==> config.mk <==
export PLATFORM = sky130hd
export DESIGN_NAME = data_packer
export DESIGN_NICKNAME = d
export VERILOG_FILES = /design/src/rtl/data_packer.sv
export SDC_FILE = /design/constraint.sdc
export NUM_CORES = 1
export LEC_CHECK = 0
export CAP_MARGIN = 10
export CORE_MARGIN = 10
export CORE_UTILIZATION = 59
export CTS_CLUSTER_DIAMETER = 150
export CTS_CLUSTER_SIZE = 12
export DETAILED_ROUTE_END_ITERATION = 8
export PLACE_DENSITY = 0.82
export SETUP_SLACK_MARGIN = 0.3
export SYNTH_ARGS = -nofsm -noshare
export SYNTH_HDL_FRONTEND = slang
export SYNTH_SLANG_ARGS = --single-unit
==> constraint.sdc <==
create_clock -name clk_i -period 4.6 [get_ports clk_i]
set_clock_uncertainty 0.05 [all_clocks]
set_input_delay 0.92 -clock clk_i [delete_from_list [all_inputs] [get_ports clk_i]]
set_output_delay 0.92 -clock clk_i [all_outputs]
set_load 0.02 [all_outputs]
==> src/rtl/data_packer.sv <==
// Packs a stream of 1b/4b/8b elements into LowDimWidth-wide words and buffers them
// in a small output FIFO. A full-width mode forwards each element as a word.
module data_packer #(
    parameter int unsigned LowDimWidth     = 64,
    parameter int unsigned PackerFifoDepth = 4,
    parameter int unsigned CsrDataWidth    = 32,
    parameter int unsigned ModeWidth       = 2
) (
    input  logic                    clk_i,
    input  logic                    rst_ni,
    input  logic                    enable_i,
    input  logic                    clr_i,
    input  logic [ModeWidth-1:0]    sel_mode_i,
    input  logic [CsrDataWidth-1:0] csr_elem_size_i,
    input  logic [LowDimWidth-1:0]  elem_data_i,
    input  logic                    elem_valid_i,
    output logic                    elem_ready_o,
    output logic [LowDimWidth-1:0]  packed_data_o,
    output logic                    packed_valid_o,
    input  logic                    packed_ready_i
);

    localparam int unsigned PtrW   = (PackerFifoDepth > 1) ? $clog2(PackerFifoDepth) : 1;
    localparam int unsigned CntW   = $clog2(PackerFifoDepth + 1);
    localparam int unsigned ChunkW = $clog2(LowDimWidth);

    localparam logic [ModeWidth-1:0] ModeBit  = ModeWidth'(1);
    localparam logic [ModeWidth-1:0] ModeNib  = ModeWidth'(2);
    localparam logic [ModeWidth-1:0] ModeByte = ModeWidth'(3);

    logic [LowDimWidth-1:0]  acc_q, acc_d;
    logic [ChunkW-1:0]       chunk_q, chunk_d;
    logic [CsrDataWidth-1:0] elem_cnt_q, elem_cnt_d;

    logic [LowDimWidth-1:0]  mem_q [PackerFifoDepth];
    logic [LowDimWidth-1:0]  mem_d [PackerFifoDepth];
    logic [PtrW-1:0]         wr_ptr_q, wr_ptr_d, rd_ptr_q, rd_ptr_d;
    logic [CntW-1:0]         cnt_q, cnt_d;

    logic [LowDimWidth-1:0]  width_mask, slot, merged, push_data;
    logic [ChunkW-1:0]       last_slot, shamt;
    logic                    narrow, accept, pkt_end, word_done, push, pop, fifo_full;

    assign fifo_full      = (cnt_q == CntW'(PackerFifoDepth));
    assign elem_ready_o   = enable_i && !fifo_full;
    assign accept         = elem_valid_i && elem_ready_o;
    assign pop            = enable_i && packed_ready_i && (cnt_q != '0);
    assign packed_valid_o = (cnt_q != '0);
    assign packed_data_o  = mem_q[rd_ptr_q];

    // Slot geometry and merge of the incoming element into the accumulator
    always_comb begin
        width_mask = '1;
        last_slot  = '0;
        shamt      = '0;
        case (sel_mode_i)
            ModeBit: begin
                width_mask = LowDimWidth'(1);
                last_slot  = ChunkW'(LowDimWidth - 1);
                shamt      = chunk_q;
            end
            ModeNib: begin
                width_mask = LowDimWidth'(4'hF);
                last_slot  = ChunkW'(LowDimWidth / 4 - 1);
                shamt      = ChunkW'({chunk_q, 2'b00});
            end
            ModeByte: begin
                width_mask = LowDimWidth'(8'hFF);
                last_slot  = ChunkW'(LowDimWidth / 8 - 1);
                shamt      = ChunkW'({chunk_q, 3'b000});
            end
            default: ;
        endcase
        narrow    = (sel_mode_i != '0);
        slot      = (elem_data_i & width_mask) << shamt;
        merged    = acc_q | slot;
        pkt_end   = (csr_elem_size_i <= CsrDataWidth'(1)) ||
                    (elem_cnt_q == csr_elem_size_i - CsrDataWidth'(1));
        word_done = narrow ? ((chunk_q == last_slot) || pkt_end) : 1'b1;
        push      = accept && word_done;
        push_data = narrow ? merged : elem_data_i;
    end

    // Accumulator and counters; disable or clear drops any partial word
    always_comb begin
        acc_d      = acc_q;
        chunk_d    = chunk_q;
        elem_cnt_d = elem_cnt_q;
        if (!enable_i || clr_i) begin
            acc_d      = '0;
            chunk_d    = '0;
            elem_cnt_d = '0;
        end else if (accept && narrow) begin
            if (word_done) begin
                acc_d   = '0;
                chunk_d = '0;
            end else begin
                acc_d   = merged;
                chunk_d = chunk_q + ChunkW'(1);
            end
            elem_cnt_d = pkt_end ? '0 : elem_cnt_q + CsrDataWidth'(1);
        end
    end

    // Output FIFO pointers and storage; clear wins over a concurrent push
    always_comb begin
        mem_d    = mem_q;
        wr_ptr_d = wr_ptr_q;
        rd_ptr_d = rd_ptr_q;
        cnt_d    = cnt_q;
        if (clr_i) begin
            wr_ptr_d = '0;
            rd_ptr_d = '0;
            cnt_d    = '0;
        end else begin
            if (push) begin
                mem_d[wr_ptr_q] = push_data;
                wr_ptr_d = (wr_ptr_q == PtrW'(PackerFifoDepth - 1)) ? '0 : wr_ptr_q + PtrW'(1);
            end
            if (pop) begin
                rd_ptr_d = (rd_ptr_q == PtrW'(PackerFifoDepth - 1)) ? '0 : rd_ptr_q + PtrW'(1);
            end
            case ({push, pop})
                2'b10:   cnt_d = cnt_q + CntW'(1);
                2'b01:   cnt_d = cnt_q - CntW'(1);
                default: ;
            endcase
        end
    end

    always_ff @(posedge clk_i or negedge rst_ni) begin
        if (!rst_ni) begin
            acc_q      <= '0;
            chunk_q    <= '0;
            elem_cnt_q <= '0;
            wr_ptr_q   <= '0;
            rd_ptr_q   <= '0;
            cnt_q      <= '0;
            for (int i = 0; i < int'(PackerFifoDepth); i++) mem_q[i] <= '0;
        end else begin
            acc_q      <= acc_d;
            chunk_q    <= chunk_d;
            elem_cnt_q <= elem_cnt_d;
            wr_ptr_q   <= wr_ptr_d;
            rd_ptr_q   <= rd_ptr_d;
            cnt_q      <= cnt_d;
            mem_q      <= mem_d;
        end
    end

endmodule

# Word-level counts from Yosys, hierarchy flattened
# Index checks and enable logic that the tools add are counted.
[word_totals]
out_inout_bits = 66
mem_bits_rw = 0
inputBits = 104
mem_count = 0
regBits = 365
elab_cells = 84
latch_bits = 0
rom_bits = 0
[op_classes]
mul = 0
n_reduce_logical = 19
bitwise_logic = 5
mux = 28
add_sub_neg = 7
magnitude_cmp = 4
shift = 1
n_div = 0
eq_ne = 10
[ops]
columns = ["op", "count"]
rows = [
  ["two-way mux 64 bit", 7],
  ["bitwise mux 256 bit", 1],
  ["case mux 64 bit (3 select lines)", 1],
  ["binary-select mux 64 bit (select 2 bit)", 1],
  ["demux 64 bit (select 2 bit)", 1],
  ["two-way mux 32 bit", 3],
  ["AND 64 bit", 1],
  ["bitwise OR 64 bit", 1],
  ["<< shifter 64 x 6 -> 64 bit", 1],
  ["case mux 6 bit (3 select lines)", 2],
  ["adder 32 x 1 -> 32 bit (second input constant)", 1],
  ["equality test 32 bit", 1],
  ["less-or-equal comparator 32 x 1 -> 1 bit (second input constant)", 1],
  ["subtractor 32 x 1 -> 32 bit (second input constant)", 1],
  ["two-way mux 6 bit", 3],
  ["two-way mux 2 bit", 6],
  ["equality test 2 bit (second input constant)", 5],
  ["nonzero test 2 bit", 4],
  ["logical AND 1 bit", 7],
  ["adder 6 x 1 -> 6 bit (second input constant)", 1],
  ["equality test 6 bit", 1],
  [">= comparator 3 bit (second input constant)", 2],
  ["inverter 2 -> 3 bit", 2],
  ["case mux 3 bit (2 select lines)", 1],
  ["other kinds (13)", 19],
]

# Longest topological paths before layout
[logic_depth]
ltp_word = 9
depth_mapped = 14
mapped_depth_nobuf = 13

# Least setup slack after synthesis
# No wires, ideal clock.
[synth_path]
kind = "in2reg"
from = "in csr_elem_size_i[1]"
to = "reg cnt_q[2]"
path_slack_ns = 0.126
arrival_time_ns = 4.345
required_ns = 4.472
setup_time_ns = 0.078
stages = 13
path_buffers = 0
cell_sequence = "inv_1 -> ha_1 -> nor4b_4 -> and2b_1 -> xnor2_1 -> or4_1 -> or4_4 -> nor4_4 -> nor3_1 -> fa_1 -> or4_1 -> a21o_1 -> a21oi_1"
[synth_via]
elab_chain_len = 9
elab_cells_between_ends = 12
classes_between = "add/sub (1); order compare (1); eq/ne (3); mux (3); reduce/logical (4)"
[synth_rtl]
columns = ["item", "line", "rtl"]
rows = [
  ["start: declaration", "14", "input logic [CsrDataWidth-1:0] csr_elem_size_i,"],
  ["subtractor 32 x 1 -> 32 bit", "78", "(elem_cnt_q == csr_elem_size_i - CsrDataWidth'(1));"],
  ["equality test 32 bit", "78", ""],
  ["logical OR 1 bit *", "77", "pkt_end = (csr_elem_size_i <= CsrDataWidth'(1)) ||"],
  ["logical OR 1 bit *", "79", "word_done = narrow ? ((chunk_q == last_slot) || pkt_end) : 1'b1;"],
  ["two-way mux 1 bit *", "79", ""],
  ["logical AND 1 bit *", "80", "push = accept && word_done;"],
  ["equality test 2 x 1 -> 1 bit / equality test 2 bit (equally long branches)", "123", "case ({push, pop})"],
  ["case mux 3 bit (2 select lines)", "123", ""],
  ["two-way mux 3 bit", "111", "if (clr_i) begin"],
  ["end signal: assignment", "146", "cnt_q <= cnt_d;"],
  ["end: declaration", "38", "logic [CntW-1:0] cnt_q, cnt_d;"],
]
# Every way passes the cells marked *; elsewhere a longest branch is shown, timed or not.
# A chain may end at the register's enable or synchronous reset.

# Worst setup path in the final report
[layout_path]
from = "in csr_elem_size_i[11]"
to = "reg mem_q[243] (netlist bit)"
[layout_via]
elab_chain_len = 7
elab_cells_between_ends = 8
classes_between = "add/sub (1); order compare (1); eq/ne (1); mux (1); reduce/logical (4)"
[layout_rtl]
columns = ["item", "line", "rtl"]
rows = [
  ["subtractor 32 x 1 -> 32 bit", "78", ""],
  ["equality test 32 bit", "78", ""],
  ["logical OR 1 bit *", "77", ""],
  ["logical OR 1 bit *", "79", ""],
  ["two-way mux 1 bit *", "79", ""],
  ["logical AND 1 bit *", "80", ""],
  ["AND reduction 2 bit (no line) *", "n/a", ""],
  ["end signal: assignment", "147", "mem_q <= mem_d;"],
  ["end: declaration", "35", "logic [LowDimWidth-1:0] mem_q [PackerFifoDepth];"],
]
# Marked as above.

==> flow_metrics.py <==
metrics = {
    "outcome": {
        "status": "finished, final reports clean",
    },
    "clock_tree": {
        "cts_tree": "built",
        "clk_pin_slew_ns": 0.06,
        "htree_levels": 2,
        "cts_buffers": 36,
        "worst_skew_pair.late_latency_ns": 0.52,
        "clk_path_buf_depth": 3,
        "clk_root_buffer_cell": "clkbuf_16",
        "clkSinkCount": 365,
    },
    "setup_path": {
        "r2r-end": "mem_q[243]",
        "cpMostUsedCell": "buf_4",
        "rr_worst_depth": 12,
        "end_kind": "register",
        "crit_buf_inv": 5,
        "path_max_fanout": 18,
        "required_ns": 4.95,
        "crit_path_end": "mem_q[243]",
        "cp_top_family": "simple AND/OR/NAND/NOR gates",
        "setup.worst_path.class": "in2reg",
        "worstReg2RegStart": "elem_cnt_q[10]",
        "cp.depth": 14,
        "reg2reg_slack_ns": 1.13,
        "slowest_stage": "or4_4",
        "start_kind": "input pin",
        "path_cells": "clkdlybuf4s50_1 > nor4_4 > buf_4 > nand4_1 > xnor2_1 > o2111ai_2 > or4_4 > nor4_4 > buf_4 > nor2_4 > nor3b_4 > buf_4 > buf_12 > mux2_4",
        "slowest_delay_ns": 0.48,
        "crit_start": "csr_elem_size_i[11]",
        "worst_ep_arrival_time_ns": 4.57,
    },
    "timing": {
        "fmax_mhz": 237,
        "fin_crit_ns": 4.22,
        "tns_ns": 0,
        "whs_ns": 0.358,
        "tightestPinTransition_ns": 1.24,
        "finalSetupViolCount": 0,
        "final_hold_viol_count": 0,
        "fin_crit_sh": 0.918,
        "relSlewSlack": 0.168,
        "slew_violations": 0,
        "rsz0062_at_grt": "no",
    },
    "placed_design": {
        "dp_hpwl_um": 38800,
        "numPortBuffers": 169,
        "place_congestion": 0.967,
    },
    "finish": {
        "synthToLayoutAreaGrowth_pct": 21.1,
        "drive_above_1_share": 0.211,
        "final_cell_mix": "dfrtp_1 (363), clkdlybuf4s50_1 (158), buf_4 (129)",
        "nNetsFinal": 2104,
        "final_common_cell": "dfrtp_1",
        "diodes": 0,
    },
    "synth": {
        "syn_nets": 1852,
        "synth-edff-count": 0,
        "seq_area_frac_synth": 0.457,
        "synth.avg_cell_area_um2": 11.5,
        "syn_area_um2": 20000,
        "synth_seq_cells": 365,
        "yosysWarningCount": 0,
        "synthArstFlopShare": 1.00,
        "ys.flop_type": "dfrtp_1",
        "syn_inst": 1733,
        "yosys.cell_types.count": 79,
    },
    "drt": {
        "drt.antenna.violating_nets": 0,
        "dr.pass1.iters": 5,
        "post_drt_wl_per_cell_um": 22.8,
        "drt-initial-drc-count": 1432,
        "wl_um": 55600,
        "drc": 0,
        "vias": 15200,
        "via_per_inst": 6.24,
    },
    "power_and_ir_drop": {
        "peakVddDrop_mv": 0.211,
        "p_per_area_nw_per_um2": 301,
        "p_leak_nw": 10.9,
    },
    "global_route": {
        "antenna_found_initial": 0,
        "grt_max_degree": 106,
        "grt_pass1_wl_um": 87900,
        "grt_use_total": 0.263,
        "grt_pass1_vias": 15600,
        "grt-ovfl-total": 0,
    },
    "run": {
        "max_cap_viol_count": 0,
    },
    "die": {
        "die_width_um": 204,
        "core_um2": 33500,
        "rows": 67,
        "start_util": 0.596,
        "dieArea_um2": 41700,
        "io_pins": 170,
        "die_height_um": 204,
    },
    "hold_path": {
        "min-delay-path-class": "in2async",
    },
}
worst reg2reg max path: cells and delay by family, from the launching register on:
| family | cells | cell delay [ns] |
|---|---|---|
| buffers and inverters | 3 | 0.63 |
| xor gates and xnor gates | 1 | 0.20 |
| muxes | 1 | 0.35 |
| AOI/OAI and AO/OA | 3 | 0.56 |
| and+or+nand+nor | 4 | 1.08 |
| DFF | 1 | 0.47 |
how the worst min path moves through the flow:
stage,slack [ns],end,start
finish,0.36,mem_q[140],rst_ni
global route,0.41,mem_q[140],rst_ni
CTS,0.39,mem_q[140],rst_ni
detailed placement,0.42,mem_q[117],mem_q[117]
global placement,0.41,mem_q[74],mem_q[74]
floorplan,0.40,acc_q[37],acc_q[37]
per-layer routing:
| layer | track usage | vias up | share of wire | routed length [um] |
|---|---|---|---|---|
| met3 | 0.0376 | 113 | 0.062 | 3440 |
| met4 | 0.0719 | 0 | 0.026 | 1470 |
| met1 | 0.350 | 7752 | 0.42 | 23100 |
| met5 | 0 | - | 0 | 0 |
| li1 | - | 6777 | - | - |
| met2 | 0.443 | 558 | 0.50 | 27600 |
synth_stat cells (all sizes together) (4+ instances only):
library cell | number | area, um^2
mux2 | 215 | 2790
a31oi | 26 | 163
nor3b | 5 | 57.6
nand3 | 42 | 210
o22a | 4 | 35.0
nor3 | 29 | 145
xnor2 | 35 | 307
o211ai | 6 | 45.0
nand2 | 124 | 465
clkbuf | 58 | 218
nor2 | 89 | 344
and4 | 4 | 35.0
a22oi | 9 | 67.6
inv | 90 | 338
o31ai | 6 | 45.0
ha | 14 | 175
dfrtp | 365 | 9130
o21a | 18 | 135
a21oi | 114 | 571
or2 | 4 | 25.0
nand2b | 11 | 68.8
o22ai | 8 | 50.1
or3 | 13 | 81.3
and2 | 14 | 87.6
a22o | 9 | 78.8
mux2i | 68 | 681
a21o | 15 | 113
nor2b | 5 | 31.3
buf | 51 | 495
and3 | 12 | 75.1
nand4 | 8 | 56.3
o21ai | 78 | 390
a211oi | 18 | 135
a221oi | 15 | 131
nor4 | 17 | 153
or4 | 9 | 71.3
xor2 | 23 | 201
mux4 | 64 | 1440
logic make-up (layout without fill, tap and decap cells):
| logic type | after synthesis | in the layout | synth area share |
|---|---|---|---|
| flops | 365 | 365 | 0.457 |
| xor+xnor | 58 | 58 | 0.0254 |
| fa+ha+maj | 15 | 15 | 0.00976 |
| buf+inv | 199 | 455 | 0.0525 |
| compound gates | 352 | 352 | 0.109 |
| mux | 347 | 347 | 0.246 |
| simple gates | 397 | 397 | 0.101 |
cell type report:
type	count	area, um^2
clock buffer	40	958
sequential	365	9140
timing repair buffer	323	3190
multi-input combinational	1169	10000
tap	448	561
fill	2278	9310
clock inverter	2	25.0
inverter	90	338
flip-flops by register name (all words and copies together), names as in the netlist:
| register | count |
|---|---|
| chunk_q | 6 |
| wr_ptr_q | 2 |
| rd_ptr_q | 2 |
| cnt_q | 3 |
| acc_q | 64 |
| mem_q | 256 |
| elem_cnt_q | 32 |
power breakdown:
part / leakage, nW / switching, mW / internal [mW]
combinational: 5.52 / 0.622 / 0.599
sequential: 4.87 / 0.0751 / 3.33
clock: 0.482 / 1.21 / 1.47
total: 10.9 / 1.90 / 5.40
stage by stage:
stage | setup slack, ns | power [mW] | cells | util | cell area [um^2]
after floorplan | 0.371 | 4.05 | 1733 | - | 20000
after global routing | 0.264 | 7.54 | 2437 | 0.722 | 24200
after global placement | -0.279 | 4.63 | 2383 | 0.684 | 22900
after CTS | 0.307 | 7.31 | 2432 | 0.717 | 24000
final | 0.379 | 7.30 | 2437 | 0.722 | 24200
after detailed placement | -0.366 | 4.66 | 2383 | 0.684 | 22900
repair_timing:
action                                  in CTS  in global routing
buffers inserted                             6                  4
pin swaps                                    9                  9
gates resized for setup                     12                 23
cloned                                       1                  1
hold endpoints to repair                     0                  0
hold buffers                                 0                  0
endpoints found under the setup margin     234                290
No activity file was read; power rests on OpenSTA's default activity.
